===== src/rtl/neander_x_control_if.sv =====
// NEANDER-X control <-> datapath bundle: decode inputs and load/select strobes.
// master = control unit, slave = datapath.
interface neander_x_control_if;
    logic [3:0] opcode;
    logic       flagN;
    logic       flagZ;
    logic       mem_read;
    logic       mem_write;
    logic       pc_inc;
    logic       pc_load;
    logic       ac_load;
    logic       ri_load;
    logic       rem_load;
    logic       rdm_load;
    logic       nz_load;
    logic       addr_sel_pc;
    logic [1:0] alu_op;
    logic       io_write_ctrl;

    modport master (
        input  opcode, flagN, flagZ,
        output mem_read, mem_write, pc_inc, pc_load,
        output ac_load, ri_load, rem_load, rdm_load,
        output nz_load, addr_sel_pc, alu_op, io_write_ctrl
    );

    modport slave (
        output opcode, flagN, flagZ,
        input  mem_read, mem_write, pc_inc, pc_load,
        input  ac_load, ri_load, rem_load, rdm_load,
        input  nz_load, addr_sel_pc, alu_op, io_write_ctrl
    );
endinterface


===== src/rtl/neander_x_control.sv =====
// NEANDER-X multi-cycle control FSM with run gate, HALT state and state visibility.
// Strobes are decoded from the registered state, RI opcode and N/Z flags.
module neander_x_control #(
    parameter bit HALT_ON_ILLEGAL = 1'b0
) (
    input  logic                        clk,
    input  logic                        reset_n,
    input  logic                        run,
    neander_x_control_if.master         bus,
    output logic                        halted,
    output logic                        instr_done,
    output logic [3:0]                  dbg_state
);
    localparam logic [3:0] S_F0   = 4'd0;
    localparam logic [3:0] S_F1   = 4'd1;
    localparam logic [3:0] S_F2   = 4'd2;
    localparam logic [3:0] S_DEC  = 4'd3;
    localparam logic [3:0] S_OP   = 4'd4;
    localparam logic [3:0] S_IND  = 4'd5;
    localparam logic [3:0] S_EXE  = 4'd6;
    localparam logic [3:0] S_JMP  = 4'd7;
    localparam logic [3:0] S_IOX  = 4'd8;
    localparam logic [3:0] S_HALT = 4'd9;

    localparam logic [3:0] OP_NOP = 4'h0;
    localparam logic [3:0] OP_STA = 4'h1;
    localparam logic [3:0] OP_LDA = 4'h2;
    localparam logic [3:0] OP_ADD = 4'h3;
    localparam logic [3:0] OP_OR  = 4'h4;
    localparam logic [3:0] OP_AND = 4'h5;
    localparam logic [3:0] OP_NOT = 4'h6;
    localparam logic [3:0] OP_IL7 = 4'h7;
    localparam logic [3:0] OP_JMP = 4'h8;
    localparam logic [3:0] OP_JN  = 4'h9;
    localparam logic [3:0] OP_JZ  = 4'hA;
    localparam logic [3:0] OP_ILB = 4'hB;
    localparam logic [3:0] OP_IN  = 4'hC;
    localparam logic [3:0] OP_OUT = 4'hD;
    localparam logic [3:0] OP_LDI = 4'hE;
    localparam logic [3:0] OP_HLT = 4'hF;

    logic [3:0] state;
    logic [3:0] state_nx;

    always_ff @(posedge clk or negedge reset_n) begin
        if (!reset_n) state <= S_F0;
        else          state <= state_nx;
    end

    assign dbg_state = state;

    // Asserting reset_n low forces every strobe off at once, even the
    // run-gated F0 strobes, so an aborted instruction leaves nothing half-done.
    always_comb begin
        state_nx          = state;
        bus.mem_read      = 1'b0;
        bus.mem_write     = 1'b0;
        bus.pc_inc        = 1'b0;
        bus.pc_load       = 1'b0;
        bus.ac_load       = 1'b0;
        bus.ri_load       = 1'b0;
        bus.rem_load      = 1'b0;
        bus.rdm_load      = 1'b0;
        bus.nz_load       = 1'b0;
        bus.addr_sel_pc   = 1'b0;
        bus.alu_op        = 2'b00;
        bus.io_write_ctrl = 1'b0;
        halted            = 1'b0;
        instr_done        = 1'b0;
        if (reset_n) begin
            case (state)
                S_F0: if (run) begin
                    bus.rem_load    = 1'b1;
                    bus.addr_sel_pc = 1'b1;
                    state_nx        = S_F1;
                end
                S_F1: begin
                    bus.mem_read = 1'b1;
                    bus.rdm_load = 1'b1;
                    bus.pc_inc   = 1'b1;
                    state_nx     = S_F2;
                end
                S_F2: begin
                    bus.ri_load = 1'b1;
                    state_nx    = S_DEC;
                end
                S_DEC: begin
                    bus.rem_load    = 1'b1;
                    bus.addr_sel_pc = 1'b1;
                    state_nx        = S_OP;
                    case (bus.opcode)
                        OP_NOP: begin
                            bus.rem_load    = 1'b0;
                            bus.addr_sel_pc = 1'b0;
                            instr_done      = 1'b1;
                            state_nx        = S_F0;
                        end
                        OP_NOT: begin
                            bus.rem_load    = 1'b0;
                            bus.addr_sel_pc = 1'b0;
                            bus.ac_load     = 1'b1;
                            bus.nz_load     = 1'b1;
                            bus.alu_op      = 2'b11;
                            instr_done      = 1'b1;
                            state_nx        = S_F0;
                        end
                        OP_HLT, OP_IL7, OP_ILB: begin
                            bus.rem_load    = 1'b0;
                            bus.addr_sel_pc = 1'b0;
                            instr_done      = 1'b1;
                            if (bus.opcode == OP_HLT || HALT_ON_ILLEGAL)
                                state_nx = S_HALT;
                            else
                                state_nx = S_F0;
                        end
                        OP_JN, OP_JZ: begin
                            if ((bus.opcode == OP_JN && !bus.flagN) ||
                                (bus.opcode == OP_JZ && !bus.flagZ)) begin
                                bus.rem_load    = 1'b0;
                                bus.addr_sel_pc = 1'b0;
                                bus.pc_inc      = 1'b1;
                                instr_done      = 1'b1;
                                state_nx        = S_F0;
                            end
                        end
                        default: ;
                    endcase
                end
                S_OP: begin
                    bus.mem_read = 1'b1;
                    bus.rdm_load = 1'b1;
                    bus.pc_inc   = 1'b1;
                    case (bus.opcode)
                        OP_LDI: begin
                            bus.ac_load = 1'b1;
                            bus.nz_load = 1'b1;
                            instr_done  = 1'b1;
                            state_nx    = S_F0;
                        end
                        OP_JMP, OP_JN, OP_JZ: state_nx = S_JMP;
                        OP_IN, OP_OUT:        state_nx = S_IOX;
                        default:              state_nx = S_IND;
                    endcase
                end
                S_IND: begin
                    bus.rem_load = 1'b1;
                    state_nx     = S_EXE;
                end
                S_EXE: begin
                    instr_done = 1'b1;
                    state_nx   = S_F0;
                    case (bus.opcode)
                        OP_STA: bus.mem_write = 1'b1;
                        OP_LDA, OP_ADD, OP_OR, OP_AND: begin
                            bus.mem_read = 1'b1;
                            bus.ac_load  = 1'b1;
                            bus.nz_load  = 1'b1;
                            if (bus.opcode == OP_OR)  bus.alu_op = 2'b10;
                            if (bus.opcode == OP_AND) bus.alu_op = 2'b01;
                        end
                        default: ;
                    endcase
                end
                S_JMP: begin
                    bus.pc_load = 1'b1;
                    instr_done  = 1'b1;
                    state_nx    = S_F0;
                end
                S_IOX: begin
                    instr_done = 1'b1;
                    state_nx   = S_F0;
                    if (bus.opcode == OP_IN) begin
                        bus.ac_load = 1'b1;
                        bus.nz_load = 1'b1;
                    end else if (bus.opcode == OP_OUT) begin
                        bus.io_write_ctrl = 1'b1;
                    end
                end
                S_HALT: halted = 1'b1;
                default: state_nx = S_F0;
            endcase
        end
    end
endmodule


===== src/flat_wrapper.sv =====
// flat-port wrapper written by rule: the top's interface ports become plain ports
module neander_x_control_flat 
#(
    parameter bit HALT_ON_ILLEGAL = 1'b0
)
  (clk, reset_n, run, halted, instr_done, dbg_state, bus_opcode, bus_flagN, bus_flagZ, bus_mem_read, bus_mem_write, bus_pc_inc, bus_pc_load, bus_ac_load, bus_ri_load, bus_rem_load, bus_rdm_load, bus_nz_load, bus_addr_sel_pc, bus_alu_op, bus_io_write_ctrl);
  neander_x_control_if bus_i ();
  input  logic clk;
  input  logic reset_n;
  input  logic run;
  output logic halted;
  output logic instr_done;
  output logic [3:0] dbg_state;
  input wire logic [$bits(bus_i.opcode)-1:0] bus_opcode;
  input wire logic [$bits(bus_i.flagN)-1:0] bus_flagN;
  input wire logic [$bits(bus_i.flagZ)-1:0] bus_flagZ;
  output wire logic [$bits(bus_i.mem_read)-1:0] bus_mem_read;
  output wire logic [$bits(bus_i.mem_write)-1:0] bus_mem_write;
  output wire logic [$bits(bus_i.pc_inc)-1:0] bus_pc_inc;
  output wire logic [$bits(bus_i.pc_load)-1:0] bus_pc_load;
  output wire logic [$bits(bus_i.ac_load)-1:0] bus_ac_load;
  output wire logic [$bits(bus_i.ri_load)-1:0] bus_ri_load;
  output wire logic [$bits(bus_i.rem_load)-1:0] bus_rem_load;
  output wire logic [$bits(bus_i.rdm_load)-1:0] bus_rdm_load;
  output wire logic [$bits(bus_i.nz_load)-1:0] bus_nz_load;
  output wire logic [$bits(bus_i.addr_sel_pc)-1:0] bus_addr_sel_pc;
  output wire logic [$bits(bus_i.alu_op)-1:0] bus_alu_op;
  output wire logic [$bits(bus_i.io_write_ctrl)-1:0] bus_io_write_ctrl;
  assign bus_i.opcode = bus_opcode;
  assign bus_i.flagN = bus_flagN;
  assign bus_i.flagZ = bus_flagZ;
  assign bus_mem_read = bus_i.mem_read;
  assign bus_mem_write = bus_i.mem_write;
  assign bus_pc_inc = bus_i.pc_inc;
  assign bus_pc_load = bus_i.pc_load;
  assign bus_ac_load = bus_i.ac_load;
  assign bus_ri_load = bus_i.ri_load;
  assign bus_rem_load = bus_i.rem_load;
  assign bus_rdm_load = bus_i.rdm_load;
  assign bus_nz_load = bus_i.nz_load;
  assign bus_addr_sel_pc = bus_i.addr_sel_pc;
  assign bus_alu_op = bus_i.alu_op;
  assign bus_io_write_ctrl = bus_i.io_write_ctrl;
  neander_x_control #(.HALT_ON_ILLEGAL(HALT_ON_ILLEGAL)) u_core (.clk(clk), .reset_n(reset_n), .run(run), .bus(bus_i), .halted(halted), .instr_done(instr_done), .dbg_state(dbg_state));
endmodule

===== config.mk =====
export PLATFORM = sky130hd
export DESIGN_NAME = neander_x_control_flat
export DESIGN_NICKNAME = d
export VERILOG_FILES = /design/src/rtl/neander_x_control_if.sv /design/src/rtl/neander_x_control.sv /design/src/flat_wrapper.sv
export SDC_FILE = /design/constraint.sdc
export NUM_CORES = 1
export LEC_CHECK = 0
export CAP_MARGIN = 20
export CORE_UTILIZATION = 40
export DETAILED_ROUTE_END_ITERATION = 7
export GPL_ROUTABILITY_DRIVEN = 0
export GPL_TIMING_DRIVEN = 1
export PLACE_DENSITY = 0.76
export REMOVE_ABC_BUFFERS = 1
export SYNTH_ARGS = -nofsm -noshare
export SYNTH_HDL_FRONTEND = slang
export SYNTH_SLANG_ARGS = --single-unit

===== constraint.sdc =====
create_clock -name clk -period 4.75 [get_ports clk]
set_clock_uncertainty 0.1 [all_clocks]
set_input_delay 1.1875 -clock clk [delete_from_list [all_inputs] [get_ports clk]]
set_output_delay 1.1875 -clock clk [all_outputs]
set_load 0.05 [all_outputs]

==> results.cfg <==
[clock_network]
insertion_delay_ns = 0.23
cts_tree = done
clock_sinks = 4
clockBufferDepth = 2
path_clk_slew_ns = 0.03
cts_hold_buf = 0
h-tree-depth = 1
cts_resized = 0
cts_setup_buffers = 0
cts_root_buffer = clkbuf_4
cts_buffers = 3

[global_routing]
grt_pass1_wl_mm = 3.263
grt-ovfl-total = 0
grt_usage = 0.2279
grt_pass1_vias = 763
grt_max_degree = 21
antenna_found_initial = 0

[floorplan]
pin_count = 28
core_mm2 = 0.001541
start_util = 0.4375
rows = 14
die_h_um = 43.06
die_x_um = 43.06
dieArea_mm2 = 0.001854

[finish]
seq_area_um2 = 100.1
fin_cells = 141
largest_register_ffs = 4
n_antenna_cell = 0
drive_gt1_frac = 0.2160
area_growth_syn_to_layout_pct = 52.32
final_cell_mix = buf_4 (13), clkdlybuf4s50_1 (12), nor3_1 (11)
fin_nets = 136
fill_cells = 133
multi_input_area_um2 = 511.7
final_common_cell = buf_4

[min_path]
min_delay_path_depth = 2
hold_start = u_core.dbg_state[3]
holdPathEnd = u_core.dbg_state[3]
worstHoldPathType = reg2reg

[setup_path]
crit_path_end_kind = output pin
cp_max_fo = 13
worstPathArrival_ns = 3.20
worstRegToRegCells = 4
crit_type = in2out
worstSetupStartpointType = input pin
reg2reg_slack_ns = 3.05
max_stage_delay_ns = 0.71
r2r_end = u_core.dbg_state[0]
reg2reg_from = u_core.dbg_state[0]
cp_cell_sequence = clkdlybuf4s50_1, nand2b_1, or4b_1, a31oi_1, buf_12
cp_slowest_cell = clkdlybuf4s50_1
worst_ep_required_time_ns = 3.46

[detailed_routing]
via_per_inst = 6.170
drtAntennaViolNets = 0
first_pass_iters = 4
drc = 0
totalWireLength_mm = 1.976
drt_iter0_markers = 27
vias = 870
wl_per_cell_um = 14.01

[synthesis]
synthTopCellsByArea = dfrtp_1 (15%), nor3_1 (8.2%), a31oi_1 (5.6%), nand2b_1 (4.6%), o21ai_0 (4.5%)
synth_edf_count = 0
ys_types = 37
synth_top_area_cell = dfrtp_1
ys_ff_latch = 4
syn-instance-count = 101
netlist.area_leader.share = 0.1484
synth_area_um2 = 674.4
synth-async-reset-ratio = 1.000
yosysWarnings = 0
avgSynthCellArea_um2 = 6.677
ys.flop_type = dfrtp_1
ys_seq_area_frac = 0.1484

[power]
ir_drop_mv = 0.3736
leakagePower_uw = 0.0004012
power_density_mw_per_mm2 = 550.4

[run_status]
status = finished clean

[sta]
relSlewSlack = 0.6025
setup_viol = 0
slew_viol_final = 0
fin_crit_sh = 0.9458
clock.fmax_mhz = 222.6
grt_setup_unrepaired = false
fin_ws_ns = 0.2577
tightest_slew_ns = 0.5962
fin_crit_ns = 4.492
finalHoldViolCount = 0

[place]
hpwlAfterDp_mm = 1.495
port_buffers = 27
place_inst = 138
pre_cts_slack_ns = 0.2727

[job]
maxCapViolCount = 0
where the power goes:
part	switching [uW]	internal, uW
sequential	55.4	47.2
clock	11.6	28.1
combinational	250	173
total	317	249
metal layers:
layer  vias to the layer above  global-route usage  part of all wire
met1                       405              0.3091              0.47
li1                        431                   -                 -
met4                         0              0.1212            0.0086
met5                         -                   0                 0
met3                         2             0.02979             0.057
met2                        32              0.3485              0.47
cells in the mapped netlist (2+ instances only):
library cell and count:
or4b_1 2, inv_1 4, clkbuf_1 6, nand2b_1 5
a31oi_1 6, nor3b_1 3, a211o_1 2, o31ai_1 2
buf_1 2, nor3_1 11, or3_1 2, dfrtp_1 4
nor2_1 8, nor4_1 3, a31o_2 2, o21ai_0 6
nand2_1 7, o31a_1 2, a21oi_1 3, nor2b_1 2
a211oi_1 2, o22ai_1 2
worst max-delay path by stage:
stage | to | depth (start not counted) | slack, ns | start
after global routing | bus_ac_load | 5 | 0.07 | bus_opcode[1]
after CTS | bus_ac_load | 5 | 0.27 | bus_opcode[1]
final | bus_ac_load | 5 | 0.26 | bus_opcode[1]
after global placement | bus_ac_load | 5 | 0.31 | bus_opcode[1]
after detailed placement | bus_ac_load | 5 | 0.27 | bus_opcode[1]
after floorplan | bus_ac_load | 4 | -0.06 | bus_opcode[3]
stage by stage:
step	utilization	hold WS (ns)	total power, uW	cell area [um2]	setup TNS [ns]
after detailed placement	0.6518	0.5692	523.2	1005	0
after global routing	0.6664	0.6341	596.8	1027	0
final	0.6664	0.5869	565.4	1027	0
after global placement	0.6518	0.5665	520.1	1005	0
after CTS	0.6664	0.5819	565.1	1027	0
after floorplan	-	0.7605	354.3	626.9	-0.1235
cells by family after synthesis:
kind of cell,after synthesis,synth area share
AO/OA/AOI/OAI,31,0.3136
AND/OR/NAND/NOR,49,0.4193
buffers and inverters,15,0.09275
XOR/XNOR,2,0.02598
flip-flops,4,0.1484
area by class of cell:
cell class / instances / share of cell area
Multi-Input combinational cell: 82 / 0.4982
Timing Repair Buffer: 32 / 0.3484
Sequential cell: 4 / 0.09744
Clock buffer: 3 / 0.02192
Tap cell: 16 / 0.01949
Inverter: 4 / 0.01462
worst max-delay path, delay by kind of cell:
kind / cells / cell delay, ns
AND/OR/NAND/NOR: 2 / 0.67
AO/OA/AOI/OAI: 1 / 0.42
buffers and inverters: 2 / 0.91
Note: power is estimated with default switching activity, not from simulation.
